==> src/rtl/holy_axi_arbiter_if.sv <==
// AXI4 bundle shared by the cache-side requesters and the core's single master port.
// Every port carries the full channel set; read-only requesters leave the write side idle.
interface holy_axi_arbiter_if #(
    parameter int ADDR_WIDTH = 32,
    parameter int DATA_WIDTH = 32,
    parameter int ID_WIDTH   = 4
);
    logic [ID_WIDTH-1:0]     awid;
    logic [ADDR_WIDTH-1:0]   awaddr;
    logic [7:0]              awlen;
    logic [2:0]              awsize;
    logic [1:0]              awburst;
    logic                    awvalid;
    logic                    awready;

    logic [DATA_WIDTH-1:0]   wdata;
    logic [DATA_WIDTH/8-1:0] wstrb;
    logic                    wlast;
    logic                    wvalid;
    logic                    wready;

    logic [ID_WIDTH-1:0]     bid;
    logic [1:0]              bresp;
    logic                    bvalid;
    logic                    bready;

    logic [ID_WIDTH-1:0]     arid;
    logic [ADDR_WIDTH-1:0]   araddr;
    logic [7:0]              arlen;
    logic [2:0]              arsize;
    logic [1:0]              arburst;
    logic                    arvalid;
    logic                    arready;

    logic [ID_WIDTH-1:0]     rid;
    logic [DATA_WIDTH-1:0]   rdata;
    logic [1:0]              rresp;
    logic                    rlast;
    logic                    rvalid;
    logic                    rready;

    modport master (
        output awid, awaddr, awlen, awsize, awburst, awvalid, input awready,
        output wdata, wstrb, wlast, wvalid, input wready,
        input  bid, bresp, bvalid, output bready,
        output arid, araddr, arlen, arsize, arburst, arvalid, input arready,
        input  rid, rdata, rresp, rlast, rvalid, output rready
    );

    modport slave (
        input  awid, awaddr, awlen, awsize, awburst, awvalid, output awready,
        input  wdata, wstrb, wlast, wvalid, output wready,
        output bid, bresp, bvalid, input bready,
        input  arid, araddr, arlen, arsize, arburst, arvalid, output arready,
        output rid, rdata, rresp, rlast, rvalid, input rready
    );
endinterface

==> src/rtl/holy_axi_arbiter.sv <==
// Shares one AXI4 master port between the i-cache (s0, read-only) and d-cache (s1).
// One transaction in flight; the grant is held from address handshake to final response.
module holy_axi_arbiter #(
    parameter int ADDR_WIDTH = 32,
    parameter int DATA_WIDTH = 32,
    parameter int ID_WIDTH   = 4
) (
    input  logic                 clk,
    input  logic                 rst,
    holy_axi_arbiter_if.slave    s0,
    holy_axi_arbiter_if.slave    s1,
    holy_axi_arbiter_if.master   m_axi,
    output logic                 err_wlast
);

    localparam logic [2:0] AXI_SIZE_4B    = 3'b010;
    localparam logic [1:0] AXI_BURST_INCR = 2'b01;

    typedef enum logic [2:0] {IDLE, AR0, R0, AR1, R1, AW, W, B} state_t;

    state_t     state;
    logic       last_grant;   // 0 = s0 won last, 1 = s1 won last
    logic [7:0] len_q;
    logic [7:0] beat_cnt;

    logic req0, req1, last_beat;
    logic ar_hs, r_done, aw_hs, w_hs, b_hs;

    assign req0      = s0.arvalid;
    assign req1      = s1.awvalid | s1.arvalid;
    assign last_beat = (beat_cnt == len_q);

    assign ar_hs  = m_axi.arvalid & m_axi.arready;
    assign r_done = m_axi.rvalid & m_axi.rready & m_axi.rlast;
    assign aw_hs  = m_axi.awvalid & m_axi.awready;
    assign w_hs   = m_axi.wvalid & m_axi.wready;
    assign b_hs   = m_axi.bvalid & m_axi.bready;

    // NOTE: state is updated with non-blocking assignments so every branch sees pre-edge values.
    always_ff @(posedge clk or posedge rst) begin
        if (rst) begin
            state      <= IDLE;
            last_grant <= 1'b1;
            len_q      <= '0;
            beat_cnt   <= '0;
            err_wlast  <= 1'b0;
        end else begin
            unique case (state)
                IDLE: begin
                    if (req1 && (!req0 || !last_grant)) begin
                        last_grant <= 1'b1;
                        state      <= s1.awvalid ? AW : AR1;
                    end else if (req0) begin
                        last_grant <= 1'b0;
                        state      <= AR0;
                    end
                end
                AR0: if (ar_hs) state <= R0;
                AR1: if (ar_hs) state <= R1;
                R0, R1: if (r_done) state <= IDLE;
                AW: begin
                    if (aw_hs) begin
                        len_q    <= s1.awlen;
                        beat_cnt <= '0;
                        state    <= W;
                    end
                end
                W: begin
                    if (w_hs) begin
                        beat_cnt <= beat_cnt + 8'd1;
                        if (s1.wlast != last_beat) err_wlast <= 1'b1;
                        if (last_beat) state <= B;
                    end
                end
                B: if (b_hs) state <= IDLE;
                default: state <= IDLE;
            endcase
        end
    end

    always_comb begin
        // NOTE: every driven signal gets a default first so no path can infer a latch.
        s0.awready = 1'b0; s0.wready = 1'b0;
        s0.bid = '0; s0.bresp = '0; s0.bvalid = 1'b0;
        s0.arready = 1'b0;
        s0.rid = '0; s0.rdata = '0; s0.rresp = '0; s0.rlast = 1'b0; s0.rvalid = 1'b0;

        s1.awready = 1'b0; s1.wready = 1'b0;
        s1.bid = '0; s1.bresp = '0; s1.bvalid = 1'b0;
        s1.arready = 1'b0;
        s1.rid = '0; s1.rdata = '0; s1.rresp = '0; s1.rlast = 1'b0; s1.rvalid = 1'b0;

        m_axi.awid = '0; m_axi.awaddr = '0; m_axi.awlen = '0;
        m_axi.awsize = '0; m_axi.awburst = '0; m_axi.awvalid = 1'b0;
        m_axi.wdata = '0; m_axi.wstrb = '0; m_axi.wlast = 1'b0; m_axi.wvalid = 1'b0;
        m_axi.bready = 1'b0;
        m_axi.arid = '0; m_axi.araddr = '0; m_axi.arlen = '0;
        m_axi.arsize = '0; m_axi.arburst = '0; m_axi.arvalid = 1'b0;
        m_axi.rready = 1'b0;

        unique case (state)
            AR0: begin
                m_axi.arid    = '0;
                m_axi.araddr  = s0.araddr;
                m_axi.arlen   = s0.arlen;
                m_axi.arsize  = AXI_SIZE_4B;
                m_axi.arburst = AXI_BURST_INCR;
                m_axi.arvalid = s0.arvalid;
                s0.arready    = m_axi.arready;
            end
            AR1: begin
                m_axi.arid    = ID_WIDTH'(1);
                m_axi.araddr  = s1.araddr;
                m_axi.arlen   = s1.arlen;
                m_axi.arsize  = AXI_SIZE_4B;
                m_axi.arburst = AXI_BURST_INCR;
                m_axi.arvalid = s1.arvalid;
                s1.arready    = m_axi.arready;
            end
            // Routing follows the grant, not rid.
            R0: begin
                s0.rid       = m_axi.rid;
                s0.rdata     = m_axi.rdata;
                s0.rresp     = m_axi.rresp;
                s0.rlast     = m_axi.rlast;
                s0.rvalid    = m_axi.rvalid;
                m_axi.rready = s0.rready;
            end
            R1: begin
                s1.rid       = m_axi.rid;
                s1.rdata     = m_axi.rdata;
                s1.rresp     = m_axi.rresp;
                s1.rlast     = m_axi.rlast;
                s1.rvalid    = m_axi.rvalid;
                m_axi.rready = s1.rready;
            end
            AW: begin
                m_axi.awid    = ID_WIDTH'(1);
                m_axi.awaddr  = s1.awaddr;
                m_axi.awlen   = s1.awlen;
                m_axi.awsize  = AXI_SIZE_4B;
                m_axi.awburst = AXI_BURST_INCR;
                m_axi.awvalid = s1.awvalid;
                s1.awready    = m_axi.awready;
            end
            // wlast comes from the beat counter so a misbehaving cache cannot truncate the burst.
            W: begin
                m_axi.wdata  = s1.wdata;
                m_axi.wstrb  = s1.wstrb;
                m_axi.wlast  = last_beat;
                m_axi.wvalid = s1.wvalid;
                s1.wready    = m_axi.wready;
            end
            B: begin
                s1.bid       = m_axi.bid;
                s1.bresp     = m_axi.bresp;
                s1.bvalid    = m_axi.bvalid;
                m_axi.bready = s1.bready;
            end
            default: ;
        endcase
    end

    // Requester-side fields the arbiter overrides or never uses.
    logic unused_inputs;
    assign unused_inputs = ^{s0.awid, s0.awaddr, s0.awlen, s0.awsize, s0.awburst, s0.awvalid,
                             s0.wdata, s0.wstrb, s0.wlast, s0.wvalid, s0.bready,
                             s0.arid, s0.arsize, s0.arburst,
                             s1.arid, s1.arsize, s1.arburst,
                             s1.awid, s1.awsize, s1.awburst};

endmodule

==> src/flat_wrapper.sv <==
// flat-port wrapper written by rule: the top's interface ports become plain ports
module holy_axi_arbiter_flat 
#(
    parameter int ADDR_WIDTH = 32,
    parameter int DATA_WIDTH = 32,
    parameter int ID_WIDTH   = 4
)
  (clk, rst, err_wlast, s0_awid, s0_awaddr, s0_awlen, s0_awsize, s0_awburst, s0_awvalid, s0_awready, s0_wdata, s0_wstrb, s0_wlast, s0_wvalid, s0_wready, s0_bid, s0_bresp, s0_bvalid, s0_bready, s0_arid, s0_araddr, s0_arlen, s0_arsize, s0_arburst, s0_arvalid, s0_arready, s0_rid, s0_rdata, s0_rresp, s0_rlast, s0_rvalid, s0_rready, s1_awid, s1_awaddr, s1_awlen, s1_awsize, s1_awburst, s1_awvalid, s1_awready, s1_wdata, s1_wstrb, s1_wlast, s1_wvalid, s1_wready, s1_bid, s1_bresp, s1_bvalid, s1_bready, s1_arid, s1_araddr, s1_arlen, s1_arsize, s1_arburst, s1_arvalid, s1_arready, s1_rid, s1_rdata, s1_rresp, s1_rlast, s1_rvalid, s1_rready, m_axi_awid, m_axi_awaddr, m_axi_awlen, m_axi_awsize, m_axi_awburst, m_axi_awvalid, m_axi_awready, m_axi_wdata, m_axi_wstrb, m_axi_wlast, m_axi_wvalid, m_axi_wready, m_axi_bid, m_axi_bresp, m_axi_bvalid, m_axi_bready, m_axi_arid, m_axi_araddr, m_axi_arlen, m_axi_arsize, m_axi_arburst, m_axi_arvalid, m_axi_arready, m_axi_rid, m_axi_rdata, m_axi_rresp, m_axi_rlast, m_axi_rvalid, m_axi_rready);
  holy_axi_arbiter_if #(.ADDR_WIDTH(ADDR_WIDTH), .DATA_WIDTH(DATA_WIDTH), .ID_WIDTH(ID_WIDTH)) s0_i ();
  holy_axi_arbiter_if #(.ADDR_WIDTH(ADDR_WIDTH), .DATA_WIDTH(DATA_WIDTH), .ID_WIDTH(ID_WIDTH)) s1_i ();
  holy_axi_arbiter_if #(.ADDR_WIDTH(ADDR_WIDTH), .DATA_WIDTH(DATA_WIDTH), .ID_WIDTH(ID_WIDTH)) m_axi_i ();
  input  logic clk;
  input  logic rst;
  output logic err_wlast;
  input wire logic [$bits(s0_i.awid)-1:0] s0_awid;
  input wire logic [$bits(s0_i.awaddr)-1:0] s0_awaddr;
  input wire logic [$bits(s0_i.awlen)-1:0] s0_awlen;
  input wire logic [$bits(s0_i.awsize)-1:0] s0_awsize;
  input wire logic [$bits(s0_i.awburst)-1:0] s0_awburst;
  input wire logic [$bits(s0_i.awvalid)-1:0] s0_awvalid;
  output wire logic [$bits(s0_i.awready)-1:0] s0_awready;
  input wire logic [$bits(s0_i.wdata)-1:0] s0_wdata;
  input wire logic [$bits(s0_i.wstrb)-1:0] s0_wstrb;
  input wire logic [$bits(s0_i.wlast)-1:0] s0_wlast;
  input wire logic [$bits(s0_i.wvalid)-1:0] s0_wvalid;
  output wire logic [$bits(s0_i.wready)-1:0] s0_wready;
  output wire logic [$bits(s0_i.bid)-1:0] s0_bid;
  output wire logic [$bits(s0_i.bresp)-1:0] s0_bresp;
  output wire logic [$bits(s0_i.bvalid)-1:0] s0_bvalid;
  input wire logic [$bits(s0_i.bready)-1:0] s0_bready;
  input wire logic [$bits(s0_i.arid)-1:0] s0_arid;
  input wire logic [$bits(s0_i.araddr)-1:0] s0_araddr;
  input wire logic [$bits(s0_i.arlen)-1:0] s0_arlen;
  input wire logic [$bits(s0_i.arsize)-1:0] s0_arsize;
  input wire logic [$bits(s0_i.arburst)-1:0] s0_arburst;
  input wire logic [$bits(s0_i.arvalid)-1:0] s0_arvalid;
  output wire logic [$bits(s0_i.arready)-1:0] s0_arready;
  output wire logic [$bits(s0_i.rid)-1:0] s0_rid;
  output wire logic [$bits(s0_i.rdata)-1:0] s0_rdata;
  output wire logic [$bits(s0_i.rresp)-1:0] s0_rresp;
  output wire logic [$bits(s0_i.rlast)-1:0] s0_rlast;
  output wire logic [$bits(s0_i.rvalid)-1:0] s0_rvalid;
  input wire logic [$bits(s0_i.rready)-1:0] s0_rready;
  input wire logic [$bits(s1_i.awid)-1:0] s1_awid;
  input wire logic [$bits(s1_i.awaddr)-1:0] s1_awaddr;
  input wire logic [$bits(s1_i.awlen)-1:0] s1_awlen;
  input wire logic [$bits(s1_i.awsize)-1:0] s1_awsize;
  input wire logic [$bits(s1_i.awburst)-1:0] s1_awburst;
  input wire logic [$bits(s1_i.awvalid)-1:0] s1_awvalid;
  output wire logic [$bits(s1_i.awready)-1:0] s1_awready;
  input wire logic [$bits(s1_i.wdata)-1:0] s1_wdata;
  input wire logic [$bits(s1_i.wstrb)-1:0] s1_wstrb;
  input wire logic [$bits(s1_i.wlast)-1:0] s1_wlast;
  input wire logic [$bits(s1_i.wvalid)-1:0] s1_wvalid;
  output wire logic [$bits(s1_i.wready)-1:0] s1_wready;
  output wire logic [$bits(s1_i.bid)-1:0] s1_bid;
  output wire logic [$bits(s1_i.bresp)-1:0] s1_bresp;
  output wire logic [$bits(s1_i.bvalid)-1:0] s1_bvalid;
  input wire logic [$bits(s1_i.bready)-1:0] s1_bready;
  input wire logic [$bits(s1_i.arid)-1:0] s1_arid;
  input wire logic [$bits(s1_i.araddr)-1:0] s1_araddr;
  input wire logic [$bits(s1_i.arlen)-1:0] s1_arlen;
  input wire logic [$bits(s1_i.arsize)-1:0] s1_arsize;
  input wire logic [$bits(s1_i.arburst)-1:0] s1_arburst;
  input wire logic [$bits(s1_i.arvalid)-1:0] s1_arvalid;
  output wire logic [$bits(s1_i.arready)-1:0] s1_arready;
  output wire logic [$bits(s1_i.rid)-1:0] s1_rid;
  output wire logic [$bits(s1_i.rdata)-1:0] s1_rdata;
  output wire logic [$bits(s1_i.rresp)-1:0] s1_rresp;
  output wire logic [$bits(s1_i.rlast)-1:0] s1_rlast;
  output wire logic [$bits(s1_i.rvalid)-1:0] s1_rvalid;
  input wire logic [$bits(s1_i.rready)-1:0] s1_rready;
  output wire logic [$bits(m_axi_i.awid)-1:0] m_axi_awid;
  output wire logic [$bits(m_axi_i.awaddr)-1:0] m_axi_awaddr;
  output wire logic [$bits(m_axi_i.awlen)-1:0] m_axi_awlen;
  output wire logic [$bits(m_axi_i.awsize)-1:0] m_axi_awsize;
  output wire logic [$bits(m_axi_i.awburst)-1:0] m_axi_awburst;
  output wire logic [$bits(m_axi_i.awvalid)-1:0] m_axi_awvalid;
  input wire logic [$bits(m_axi_i.awready)-1:0] m_axi_awready;
  output wire logic [$bits(m_axi_i.wdata)-1:0] m_axi_wdata;
  output wire logic [$bits(m_axi_i.wstrb)-1:0] m_axi_wstrb;
  output wire logic [$bits(m_axi_i.wlast)-1:0] m_axi_wlast;
  output wire logic [$bits(m_axi_i.wvalid)-1:0] m_axi_wvalid;
  input wire logic [$bits(m_axi_i.wready)-1:0] m_axi_wready;
  input wire logic [$bits(m_axi_i.bid)-1:0] m_axi_bid;
  input wire logic [$bits(m_axi_i.bresp)-1:0] m_axi_bresp;
  input wire logic [$bits(m_axi_i.bvalid)-1:0] m_axi_bvalid;
  output wire logic [$bits(m_axi_i.bready)-1:0] m_axi_bready;
  output wire logic [$bits(m_axi_i.arid)-1:0] m_axi_arid;
  output wire logic [$bits(m_axi_i.araddr)-1:0] m_axi_araddr;
  output wire logic [$bits(m_axi_i.arlen)-1:0] m_axi_arlen;
  output wire logic [$bits(m_axi_i.arsize)-1:0] m_axi_arsize;
  output wire logic [$bits(m_axi_i.arburst)-1:0] m_axi_arburst;
  output wire logic [$bits(m_axi_i.arvalid)-1:0] m_axi_arvalid;
  input wire logic [$bits(m_axi_i.arready)-1:0] m_axi_arready;
  input wire logic [$bits(m_axi_i.rid)-1:0] m_axi_rid;
  input wire logic [$bits(m_axi_i.rdata)-1:0] m_axi_rdata;
  input wire logic [$bits(m_axi_i.rresp)-1:0] m_axi_rresp;
  input wire logic [$bits(m_axi_i.rlast)-1:0] m_axi_rlast;
  input wire logic [$bits(m_axi_i.rvalid)-1:0] m_axi_rvalid;
  output wire logic [$bits(m_axi_i.rready)-1:0] m_axi_rready;
  assign s0_i.awid = s0_awid;
  assign s0_i.awaddr = s0_awaddr;
  assign s0_i.awlen = s0_awlen;
  assign s0_i.awsize = s0_awsize;
  assign s0_i.awburst = s0_awburst;
  assign s0_i.awvalid = s0_awvalid;
  assign s0_awready = s0_i.awready;
  assign s0_i.wdata = s0_wdata;
  assign s0_i.wstrb = s0_wstrb;
  assign s0_i.wlast = s0_wlast;
  assign s0_i.wvalid = s0_wvalid;
  assign s0_wready = s0_i.wready;
  assign s0_bid = s0_i.bid;
  assign s0_bresp = s0_i.bresp;
  assign s0_bvalid = s0_i.bvalid;
  assign s0_i.bready = s0_bready;
  assign s0_i.arid = s0_arid;
  assign s0_i.araddr = s0_araddr;
  assign s0_i.arlen = s0_arlen;
  assign s0_i.arsize = s0_arsize;
  assign s0_i.arburst = s0_arburst;
  assign s0_i.arvalid = s0_arvalid;
  assign s0_arready = s0_i.arready;
  assign s0_rid = s0_i.rid;
  assign s0_rdata = s0_i.rdata;
  assign s0_rresp = s0_i.rresp;
  assign s0_rlast = s0_i.rlast;
  assign s0_rvalid = s0_i.rvalid;
  assign s0_i.rready = s0_rready;
  assign s1_i.awid = s1_awid;
  assign s1_i.awaddr = s1_awaddr;
  assign s1_i.awlen = s1_awlen;
  assign s1_i.awsize = s1_awsize;
  assign s1_i.awburst = s1_awburst;
  assign s1_i.awvalid = s1_awvalid;
  assign s1_awready = s1_i.awready;
  assign s1_i.wdata = s1_wdata;
  assign s1_i.wstrb = s1_wstrb;
  assign s1_i.wlast = s1_wlast;
  assign s1_i.wvalid = s1_wvalid;
  assign s1_wready = s1_i.wready;
  assign s1_bid = s1_i.bid;
  assign s1_bresp = s1_i.bresp;
  assign s1_bvalid = s1_i.bvalid;
  assign s1_i.bready = s1_bready;
  assign s1_i.arid = s1_arid;
  assign s1_i.araddr = s1_araddr;
  assign s1_i.arlen = s1_arlen;
  assign s1_i.arsize = s1_arsize;
  assign s1_i.arburst = s1_arburst;
  assign s1_i.arvalid = s1_arvalid;
  assign s1_arready = s1_i.arready;
  assign s1_rid = s1_i.rid;
  assign s1_rdata = s1_i.rdata;
  assign s1_rresp = s1_i.rresp;
  assign s1_rlast = s1_i.rlast;
  assign s1_rvalid = s1_i.rvalid;
  assign s1_i.rready = s1_rready;
  assign m_axi_awid = m_axi_i.awid;
  assign m_axi_awaddr = m_axi_i.awaddr;
  assign m_axi_awlen = m_axi_i.awlen;
  assign m_axi_awsize = m_axi_i.awsize;
  assign m_axi_awburst = m_axi_i.awburst;
  assign m_axi_awvalid = m_axi_i.awvalid;
  assign m_axi_i.awready = m_axi_awready;
  assign m_axi_wdata = m_axi_i.wdata;
  assign m_axi_wstrb = m_axi_i.wstrb;
  assign m_axi_wlast = m_axi_i.wlast;
  assign m_axi_wvalid = m_axi_i.wvalid;
  assign m_axi_i.wready = m_axi_wready;
  assign m_axi_i.bid = m_axi_bid;
  assign m_axi_i.bresp = m_axi_bresp;
  assign m_axi_i.bvalid = m_axi_bvalid;
  assign m_axi_bready = m_axi_i.bready;
  assign m_axi_arid = m_axi_i.arid;
  assign m_axi_araddr = m_axi_i.araddr;
  assign m_axi_arlen = m_axi_i.arlen;
  assign m_axi_arsize = m_axi_i.arsize;
  assign m_axi_arburst = m_axi_i.arburst;
  assign m_axi_arvalid = m_axi_i.arvalid;
  assign m_axi_i.arready = m_axi_arready;
  assign m_axi_i.rid = m_axi_rid;
  assign m_axi_i.rdata = m_axi_rdata;
  assign m_axi_i.rresp = m_axi_rresp;
  assign m_axi_i.rlast = m_axi_rlast;
  assign m_axi_i.rvalid = m_axi_rvalid;
  assign m_axi_rready = m_axi_i.rready;
  holy_axi_arbiter #(.ADDR_WIDTH(ADDR_WIDTH), .DATA_WIDTH(DATA_WIDTH), .ID_WIDTH(ID_WIDTH)) u_core (.clk(clk), .rst(rst), .s0(s0_i), .s1(s1_i), .m_axi(m_axi_i), .err_wlast(err_wlast));
endmodule
==> config.mk <==
export PLATFORM = sky130hd
export DESIGN_NAME = holy_axi_arbiter_flat
export DESIGN_NICKNAME = d
export VERILOG_FILES = /design/src/rtl/holy_axi_arbiter_if.sv /design/src/rtl/holy_axi_arbiter.sv /design/src/flat_wrapper.sv
export SDC_FILE = /design/constraint.sdc
export NUM_CORES = 1
export LEC_CHECK = 0
export BUFFER_PORTS_ARGS = -buffer_cell sky130_fd_sc_hd__buf_2
export CAP_MARGIN = 30
export CORE_AREA = 2 2 225 227
export CTS_CLUSTER_DIAMETER = 120
export CTS_CLUSTER_SIZE = 16
export DETAILED_ROUTE_END_ITERATION = 8
export DIE_AREA = 0 0 227 229
export GPL_ROUTABILITY_DRIVEN = 0
export GPL_TIMING_DRIVEN = 0
export PLACE_DENSITY_LB_ADDON = 0.1
export SKIP_LAST_GASP = 1
export SYNTH_ARGS = -nofsm -noshare
export SYNTH_HDL_FRONTEND = slang
export SYNTH_SLANG_ARGS = --single-unit
export TNS_END_PERCENT = 30
==> constraint.sdc <==
create_clock -name clk -period 2.4 [get_ports clk]
set_input_delay 0.36 -clock clk [delete_from_list [all_inputs] [get_ports clk]]
set_output_delay 0.36 -clock clk [all_outputs]
set_load 0.05 [all_outputs]
**After elaboration in Yosys (flattened, before gate mapping)**

Cells that the tools add are included.

- Add/subtract/negate cells: 1
- Eq/ne operators: 17
- Muxes and demuxes: 51
- Bitwise gates (word level): 7
- Reduce and logical (&&, ||, !) cells: 14

Operator list:

| operator | count |
|---|---|
| 32-bit 2-to-1 mux | 4 |
| 32-bit one-hot mux with 2 select lines | 1 |
| 8-bit one-hot mux with 2 select lines | 2 |
| 3-bit 2-to-1 mux | 10 |
| 8-bit 2-to-1 mux | 3 |
| 3-bit one-hot mux with 7 select lines | 1 |
| 1-bit 2-to-1 mux | 19 |
| 4-bit 2-to-1 mux | 4 |
| 2-bit by 1-bit inequality test with 1-bit output (second input constant) | 7 |
| 3-bit == test (second input constant) | 4 |
| 2-bit 2-to-1 mux | 5 |
| 8-bit by 1-bit adder with 8-bit output (second input constant) | 1 |
| 8-bit == test | 1 |
| 8-bit AND reduction | 1 |
| 1-bit AND | 6 |
| 3-bit by 2-bit == test with 1-bit output (second input constant) | 2 |
| 3-bit AND reduction | 2 |
| 1-bit one-hot mux with 2 select lines | 2 |
| 2-bit AND reduction | 2 |
| 2-bit nonzero test | 2 |
| 2-bit OR reduction | 2 |
| 3-bit by 1-bit == test with 1-bit output (second input constant) | 1 |
| 3-bit zero test | 1 |
| 3-bit by 2-bit inequality test with 1-bit output (second input constant) | 1 |
| 5 further kinds | 6 |

- Flip-flop bits (word level): 21
- Input bits: 332
- Output and inout bits: 241
- Word-level logic and storage cells: 95

**Logic depth before layout (Yosys ltp)**

Gate-level depths: netlist of run 1.

- Depth in word-level cells: 6
- Mapped depth: 8
- Depth with buffers taken out: 5

**Least setup slack after synthesis of run 1**

Ideal clock, no wire load.

- Path type: flip-flop to output port
- Start: register u_core.state[1]
- End: output m_axi_awaddr[29]
- Arrival: 1.947 ns
- Required time: 2.040 ns
- Setup slack: 0.093 ns
- Cell stages (with the launch flop): 6
- Buffers on the path: 3
- Cell sequence: dfrtp_1 -> buf_6 -> and3b_1 -> buf_6 -> clkbuf_1 -> and2_1

- Word-level cells in the longest chain between the ends: 2

RTL lines:

| element | RTL line | source |
|---|---|---|
| from (decl) | holy_axi_arbiter.sv:21 | `state_t state;` |
| from (signal assigned) | holy_axi_arbiter.sv:52 | `state <= s1.awvalid ? AW : AR1;` |
| 3-bit == test | holy_axi_arbiter.sv:101 | `unique case (state)` |
| 32-bit 2-to-1 mux | holy_axi_arbiter.sv:101 |  |
| to (decl) | flat_wrapper.sv:74 | `output wire logic [$bits(m_axi_i.awaddr)-1:0] m_axi_awaddr;` |

Every way passes these cells.

**Worst setup path in the final report of run 1**

- Start: register u_core.state[1]
- End: output s0_rdata[7]

- Word-level cells in the longest chain between the ends: 2

RTL lines:

| element | RTL line | source |
|---|---|---|
| 3-bit by 2-bit == test with 1-bit output | holy_axi_arbiter.sv:101 |  |
| 32-bit 2-to-1 mux | holy_axi_arbiter.sv:101 |  |
| to (decl) | flat_wrapper.sv:39 | `output wire logic [$bits(s0_i.rdata)-1:0] s0_rdata;` |

Every way passes these cells.

==> results of run 1 <==
timing repair:
action / 4_1_cts / 5_1_grt
gates resized for setup: 37 / 20
buffers inserted: 3 / 2
setup endpoints to repair: 161 / 128
pin swaps: 1 / 2
worst max-delay path by stage:
| stage | endpoint | cells past startpoint |
|---|---|---|
| 6_report | s0_rdata[7] | 8 |
| 5_1_grt | s0_rdata[9] | 8 |
| 4_1_cts | s1_rdata[15] | 5 |
| 3_5_place_dp | s0_rdata[16] | 7 |
| 3_3_place_gp | s0_rdata[25] | 7 |
| 2_1_floorplan | m_axi_awaddr[29] | 5 |
final cells by class:
class | instances | area, um2
Antenna cell | 2 | 5.005
Buffer | 57 | 391.6
Clock buffer | 3 | 75.07
Clock inverter | 1 | 5.005
Fill cell | 5890 | 43080
Inverter | 6 | 26.28
Multi-Input combinational cell | 386 | 2431
Sequential cell | 21 | 528.0
Tap cell | 672 | 840.8
Timing Repair Buffer | 441 | 2272
cells in the mapped netlist, drive strengths merged, types with 2 or more instances:
cell	n
inv	6
and2	170
buf	32
nand2	35
clkbuf	26
a31oi	4
mux2i	40
nor4	6
o21ai	5
a21oi	4
xnor2	6
nor3	4
nand3	2
and3b	4
a22o	2
mux2	3
nor2	52
xor2	10
dfrtp	20
and3	6
kinds of logic (layout without fill, tap and decap cells):
group | Yosys count | in the layout | share of synthesized area [%]
simple gates | 284 | 284 | 48.87
buf+inv | 64 | 508 | 11.07
mux | 43 | 43 | 13.58
compound gates | 21 | 21 | 5.126
flops | 21 | 21 | 16.47
xor+xnor | 16 | 16 | 4.382
fa+ha+maj | 1 | 1 | 0.3912
other cells | 1 | 23 | 0.1173
metrics by stage:
| stage | power [mW] | util [%] | hold WS (ns) |
|---|---|---|---|
| detailed placement | 6.244 | 12.72 | 0.4262 |
| CTS | 6.804 | 13.14 | 0.1498 |
| floorplan | 4.748 | - | 0.3358 |
| global route | 7.202 | 13.23 | 0.1634 |
| global placement | 6.304 | 12.67 | 0.4482 |
| finish | 6.727 | 13.24 | 0.1238 |
state kept, by name (all words and copies together) (netlist names):
signal,flops
u_core.state,3
u_core.last_grant,1
u_core.len_q,8
u_core.err_wlast,1
u_core.beat_cnt,8
per-layer routing:
layer	share of wire (%)	GRT usage (%)
met5	0	0
met4	0.49	0.8374
met3	8.1	0.9878
met2	57	14.82
met1	35	6.772
where the power goes:
part           switching, mW  internal, mW
sequential             0.161         0.509
clock                  0.141         0.224
combinational           4.08          1.61
total                   4.38          2.35
==> results_dict.tcl, run 1 <==
set metrics [dict create \
    rsz0062_at_grt "true" \
    placedCellCount 1579 \
    crit_family "buffers and inverters" \
    yosysWarnings 0 \
    max_freq_ghz 0.4255 \
    synth_area_leaders "and2_1, dfrtp_1, mux2i_1" \
    arrival_ns 1.99 \
    nets 1249 \
    final_max_slew_viol_count 0 \
    wl_per_cell_um 12.37 \
    htree_levels 1 \
    setup.worst_path.end_class "output port" \
    firstDrtPassIters 4 \
    irDropWorstVdd_uv 244.3 \
    die-area_um2 51980 \
    finalNonFillerCells 1589 \
    ys_seq_area_share_pct 16.47 \
    vias 4548 \
    grtUsageTotal_pct 6.852 \
    numCtsBuffers 3 \
    finalWorstSetupSlack_ns 0.05005 \
    cts_num_sinks 21 \
    layout-drive-gt1-share_pct 55.19 \
    ys_types 39 \
    routed_wl_mm 19.65 \
    clk_latency_ns 0.26 \
    vias_per_cell 2.862 \
    drv_cap 0 \
    crit_chain "buf_6 -> clkbuf_8 -> clkinvlp_4 -> nor3_4 -> buf_4 -> clkbuf_2 -> and2_1 -> buf_2" \
    start_util_pct 6.440 \
    ys.flop_type "dfrtp_1" \
    cpMaxStageDelayCell "dfrtp_1" \
    core_area_um2 49660 \
    synth_top_cell_area_share_pct 33.26 \
    min_period_ns 2.350 \
    cts_buffer_depth 2 \
    drt_iter0_drc 98 \
    cp-startpoint "u_core.state[1]$_DFFE_PP0P_" \
    cts_tree "yes" \
    tns_ns 0 \
    synthArstFlopShare_pct 100.0 \
    drc_errors 0 \
    p_leak_nw 3.781 \
    antenna_found_initial 2 \
    netlist_instances 451 \
    grt_max_degree 13 \
    avgSynthCellArea_um2 7.091 \
    clock-root-buffer "clkbuf_16" \
    crit_path_max_fanout 10 \
    path_class "reg -> out" \
    stdcell_area_um2 6575 \
    cts.clk_slew.worst_paths_ns 0.06 \
    rows 82 \
    dpl_cell_area_um2 6319 \
    tightest_slew_ns 0.5602 \
    holdCritPathClass "in -> async" \
    grt_pass1_vias 4394 \
    cp.required_ns 2.04 \
    path_buf_inv 6 \
    grt-ovfl-total 0 \
    die_h_um 229 \
    final.period_utilization_pct 97.91 \
    rr_worst_depth 7 \
    p_per_area_nw_per_um2 1023 \
    ff2ff_setup_slack_ns 0.17 \
    place_hpwl_mm 17.29 \
    grt_pass1_wl_mm 26.70 \
    yosysTopAreaCell "and2_1" \
    fin_worst_skew_ns 0.001863 \
    cp-start-kind "flip-flop" \
    status "finished, final reports clean" \
    slew_headroom_pct 62.65 \
    numPortBuffers 435 \
    max_stage_delay_ns 0.34 \
    rr_startpoint "u_core.state[1]$_DFFE_PP0P_" \
    synth_edf_count 0 \
    netlist_area_um2 3198 \
    area_growth_pct 105.6 \
    io_pins 573 \
    die_x_um 227 \
    hold_viol_final 0 \
    dp_slack_ns -0.9776 \
    mostFrequentLayoutCell "buf_2" \
    holdBufCountCts 0 \
    r2r_end "u_core.state[2]$_DFFE_PP0P_" \
    ant_nets 0 \
    ys_seq_elements 21 \
    setup_viol 0 \
    layout_common_cells "buf_2, and2_1, nor2_1, mux2i_1, buf_4" \
]
Note: power is estimated with default switching activity, not from simulation.
==> run 2: changes to the inputs <==
Clock period 2.4 ns to 2.6 ns, I/O delays scaled along.
==> run 2 against run 1 <==
Setup slack better by 0.072 ns; clock-buffer cell count unchanged; clock skew up 0.00075 ns; global-route usage about the same; routed wire length about the same; first-iteration DRC count down 13%; core utilization down 0.058 points; final area down 0.44%; worst hold slack better by 0.030 ns.
==> results_dict.tcl, run 2 (synthesis results as in run 1) <==
set metrics [dict create \
    status "finished, final reports clean" \
    p_leak_nw 3.758 \
    layout-drive-gt1-share_pct 54.60 \
    layout_common_cells "buf_2, and2_1, nor2_1, buf_4, mux2i_1" \
    internal-power_mw 2.119 \
    crit_path_max_fanout 10 \
    rows 82 \
    clk_latency_ns 0.26 \
    cp.required_ns 2.21 \
    die-area_um2 51980 \
    grt_pass1_vias 4385 \
    routed_wl_mm 19.67 \
    holdCritPathClass "in -> async" \
    pwr-share-clk_pct 5.5 \
    cts.clk_slew.worst_paths_ns 0.06 \
    wl_per_cell_um 12.40 \
    finalNonFillerCells 1586 \
    cts_buffer_depth 2 \
    die_x_um 227 \
    final_max_slew_viol_count 0 \
    clock-root-buffer "clkbuf_16" \
    p_sw_mw 4.041 \
    placedCellCount 1579 \
    max_freq_ghz 0.4036 \
    largest_registers "u_core.beat_cnt (8), u_core.len_q (8), u_core.state (3)" \
    fin_worst_skew_ns 0.002610 \
    die_h_um 229 \
    holdBufCountCts 0 \
    max_stage_delay_ns 0.34 \
    tightest_slew_ns 0.5603 \
    drt_iter0_drc 85 \
    drc_errors 0 \
    cts_num_sinks 21 \
    min_period_ns 2.477 \
    crit_top_cell "buf_4" \
    cp-start-kind "flip-flop" \
    numCtsBuffers 3 \
    core_area_um2 49660 \
    seq_power_share_pct 10.0 \
    drv_cap 0 \
    htree_levels 1 \
    hold_viol_final 0 \
    vias_per_cell 2.859 \
    arrival_ns 2.09 \
    nFillCells 5889 \
    grt_max_degree 13 \
    crit_family "buffers and inverters" \
    vias 4535 \
    report.power.total_mw 6.160 \
    path_class "reg -> out" \
    irDropWorstVdd_uv 223.4 \
    place_hpwl_mm 17.29 \
    grt-ovfl-total 0 \
    grt_pass1_wl_mm 26.60 \
    antenna_found_initial 2 \
    io_pins 573 \
    cts_tree "yes" \
    crit_chain "buf_6 -> buf_4 -> clkinvlp_4 -> nor3_4 -> buf_4 -> clkbuf_4 -> and2_1 -> buf_2" \
    power_frac_comb_pct 84.5 \
    grtUsageTotal_pct 6.817 \
    cpMaxStageDelayCell "dfrtp_1" \
    p_per_area_nw_per_um2 940.9 \
    rsz0062_at_grt "true" \
    slew_headroom_pct 62.65 \
    final.period_utilization_pct 95.29 \
    ant_nets 0 \
    setup.worst_path.end_class "output port" \
    numPortBuffers 435 \
    fin_util_pct 13.18 \
    mostFrequentLayoutCell "buf_2" \
    setup_viol 0 \
    sw_frac_of_total_pct 65.60 \
    area_growth_pct 104.7 \
    path_buf_inv 6 \
    nets 1248 \
    firstDrtPassIters 4 \
    start_util_pct 6.440 \
    diodes 0 \
]
[run 2: changes by cell type in the layout (fill, tap and decap cells not counted)]
| cell | before | now |
|---|---|---|
| dfrtp_1 | 19 | 20 |
| buf_4 | 37 | 40 |
| dfrtp_2 | 1 | 0 |
| clkbuf_4 | 9 | 14 |
| clkbuf_8 | 3 | 0 |
| buf_6 | 3 | 2 |
| clkbuf_1 | 9 | 13 |
| diode_2 | 2 | 0 |
| buf_2 | 428 | 423 |
| clkbuf_2 | 8 | 4 |
[run 2: layout make-up]
cell class	count	area [um2]	share of cell area, %
clock buffer	3	75.07	1.147
buffer	57	361.6	5.524
sequential	21	526.8	8.047
multi-input combinational	386	2431	37.14
inverter	6	26.28	0.4014
timing repair buffer	440	2280	34.82
tap	672	840.8	12.84
clock inverter	1	5.005	0.07645
[run 2: through the flow]
stage | TNS (ns) | instance area [um2] | hold slack, ns | worst slack (ns)
after floorplan | 0 | 3273 | 0.3658 | 0.2630
after global placement | -47.19 | 6291 | 0.4482 | -0.8258
after detailed placement | -47.29 | 6319 | 0.4562 | -0.8076
after CTS | -0.6448 | 6471 | 0.1798 | -0.05553
after global routing | -0.3327 | 6546 | 0.1934 | -0.04034
final | 0 | 6546 | 0.1538 | 0.1225
[run 2: final timing paths]
kind                                                    from                       endpoint  slack (ns)  depth (start not counted)
worst max-delay path             u_core.state[1]$_DFFE_PP0P_                    s0_rdata[7]        0.12                          8
worst min-delay path                                     rst    u_core.len_q[4]$_DFFE_PP0P_        0.15                          2
worst max register to register   u_core.state[1]$_DFFE_PP0P_    u_core.state[2]$_DFFE_PP0P_        0.30                          7
worst min register to register  u_core.err_wlast$_DFFE_PP0P_   u_core.err_wlast$_DFFE_PP0P_        0.48                          1
max in group asynchronous                                rst  u_core.last_grant$_DFFE_PP1P_        1.91                          3
min in group clk                                 s1_awlen[7]    u_core.len_q[7]$_DFFE_PP0P_        0.34                          3
[run 2: routing by layer]
layer / GRT usage, % / wire length (um) / up-vias
met5: 0 / 0 / -
met4: 0.8374 / 97 / 0
met3: 0.9878 / 1498 / 4
met2: 14.77 / 11130 / 249
met1: 6.710 / 6941 / 1974
li1: - / - / 2308
[run 2: worst register-to-register path, stage by stage, from the launching register on]
cell and delay (ns):
dfrtp_1 0.37, buf_6 0.15, and3_1 0.16, clkbuf_2 0.22, a22o_1 0.30, a2111oi_4 0.39, a21boi_1 0.26, mux2_1 0.34
[run 2: repair_timing]
action                                  CTS  global route
setup buffers                             0             4
endpoints found under the setup margin  158            86
cloned                                    0             0
pin swaps                                 1             1
resized for setup                        31            21
[run 2: power by group through the flow]
stage,combinational [mW],sequential (mW),clock (mW)
floorplan,3.79,0.598,0
global placement,5.19,0.633,0
detailed placement,5.13,0.631,0
CTS,5.22,0.627,0.350
global route,5.58,0.642,0.370
finish,5.21,0.616,0.336
==> run 3: changes to the inputs <==
==> constraint.sdc (replaced) <==
create_clock -name clk -period 2.6 [get_ports clk]
set_input_delay 0.26 -clock clk [delete_from_list [all_inputs] [get_ports clk]]
set_output_delay 0.26 -clock clk [all_outputs]
set_load 0.05 [all_outputs]
==> run 3 against run 2 <==
Clock power about the same; fmax down 0.73%; highest routed layer unchanged; clock-buffer cell count unchanged; first-iteration DRC count up 16%; critical path type unchanged; cell count down 0.25%; die area unchanged.
==> results_dict.tcl, run 3 (synthesis results as in run 1) <==
set metrics [dict create \
    min_period_ns 2.496 \
    grt_pass1_wl_mm 26.59 \
    area_growth_pct 101.1 \
    tightest_slew_ns 0.8281 \
    io_pins 573 \
    cts_num_sinks 21 \
    crit_chain "buf_6 -> clkbuf_4 -> inv_1 -> nor3_4 -> clkbuf_2 -> and2_1 -> buf_2" \
    htree_levels 1 \
    slew_headroom_pct 44.28 \
    rr_startpoint "u_core.beat_cnt[0]$_DFFE_PP0P_" \
    dr_wl_met2_mm 11.05 \
    vias_per_cell 2.858 \
    place_hpwl_mm 17.29 \
    grt_max_degree 13 \
    cts_tree "yes" \
    rr_worst_depth 5 \
    path_buf_inv 5 \
    hold_viol_final 0 \
    die_x_um 227 \
    ff2ff_setup_slack_ns 0.28 \
    clk_latency_ns 0.26 \
    firstDrtPassIters 4 \
    diodes 0 \
    rsz0062_at_grt "true" \
    routed_wl_mm 19.58 \
    met1_length_mm 6.887 \
    largest_registers "u_core.beat_cnt (8), u_core.len_q (8), u_core.state (3)" \
    holdCritPathClass "in -> async" \
    routed-wl-met3_mm 1.549 \
    nets 1244 \
    mostFrequentLayoutCell "buf_2" \
    dpl_cell_area_um2 6319 \
    layout_common_cells "buf_2, and2_1, nor2_1, mux2i_1, nand2_1" \
    max_stage_delay_ns 0.34 \
    drv_cap 0 \
    nFillCells 5894 \
    irDropWorstVdd_uv 223.4 \
    clock-root-buffer "clkbuf_16" \
    numCtsBuffers 3 \
    p_leak_nw 3.740 \
    die-area_um2 51980 \
    p_per_area_nw_per_um2 936.7 \
    crit_family "buffers and inverters" \
    layout-drive-gt1-share_pct 53.96 \
    multiInputGateArea_um2 2410 \
    grt_pass1_vias 4380 \
    seq_area_um2 526.8 \
    path_class "reg -> out" \
    final_max_slew_viol_count 0 \
    dr.max_layer_used "met4" \
    holdBufCountCts 0 \
    final.period_utilization_pct 95.98 \
    cp-start-kind "flip-flop" \
    cpMaxStageDelayCell "dfrtp_1" \
    setup.worst_path.end_class "output port" \
    grtUsageTotal_pct 6.814 \
    fin_worst_skew_ns 0.002605 \
    grt-ovfl-total 0 \
    wl_per_cell_um 12.38 \
    arrival_ns 2.24 \
    stdcell_area_um2 6430 \
    start_util_pct 6.440 \
    fin_util_pct 12.95 \
    status "finished, final reports clean" \
    cts_buffer_depth 2 \
    setup_viol 0 \
    cts.clk_slew.worst_paths_ns 0.06 \
    report.power.total_mw 6.023 \
    core_area_um2 49660 \
    crit_path_max_fanout 10 \
    drc_errors 0 \
    rows 82 \
    max_freq_ghz 0.4007 \
    r2r_end "u_core.state[2]$_DFFE_PP0P_" \
    ant_nets 0 \
    numPortBuffers 435 \
    antenna_found_initial 2 \
    die_h_um 229 \
    cp.required_ns 2.34 \
    vias 4522 \
    drt_iter0_drc 99 \
]
run 3: layer usage:
metal	global-route usage, %	vias to the layer above
li1	-	2301
met1	6.702	1970
met2	14.76	247
met3	1.001	4
met4	0.8374	0
met5	0	-
run 3: area by class of cell:
type | count | area share, %
multi-input cells | 386 | 37.48
repair buffers | 436 | 34.29
well taps | 672 | 13.08
flip-flops and latches | 21 | 8.192
plain buffers | 57 | 5.371
clock buffers | 3 | 1.168
inverters | 6 | 0.3503
clock inverters | 1 | 0.07784
run 3: worst max-delay path by stage:
stage                                 from          endpoint  slack, ns  depth (start not counted)
4_1_cts        u_core.state[2]$_DFFE_PP0P_         s1_rid[1]      -0.09                          5
2_1_floorplan  u_core.state[1]$_DFFE_PP0P_  m_axi_awaddr[29]       0.39                          5
5_1_grt        u_core.state[2]$_DFFE_PP0P_      s1_rdata[10]      -0.08                          5
3_3_place_gp   u_core.state[1]$_DFFE_PP0P_      s0_rdata[25]      -0.70                          7
6_report       u_core.state[1]$_DFFE_PP0P_      s0_rdata[25]       0.10                          7
3_5_place_dp   u_core.state[1]$_DFFE_PP0P_      s0_rdata[16]      -0.68                          7
run 3: power by group:
part	leakage [nW]	internal, mW	total [mW]	switching [mW]
Sequential	0.266	0.468	0.619	0.151
Clock	0.0409	0.207	0.336	0.129
Combinational	3.43	1.34	5.07	3.72
Total	3.74	2.02	6.02	4.00
run 3: stage by stage:
step	setup slack (ns)	setup TNS, ns	cells	hold WS, ns
global placement	-0.6958	-34.45	1578	0.4482
detailed placement	-0.6776	-34.55	1579	0.3262
finish	0.1044	0	1582	0.02378
global route	-0.08124	-3.100	1582	0.06342
CTS	-0.09042	-1.379	1582	0.04979
floorplan	0.3930	0	471	0.2358
run 3: timing repair:
action	CTS	global route
cloned	0	0
pin swaps	0	0
setup endpoints to repair	102	81
resized for setup	13	6
setup buffers	0	0
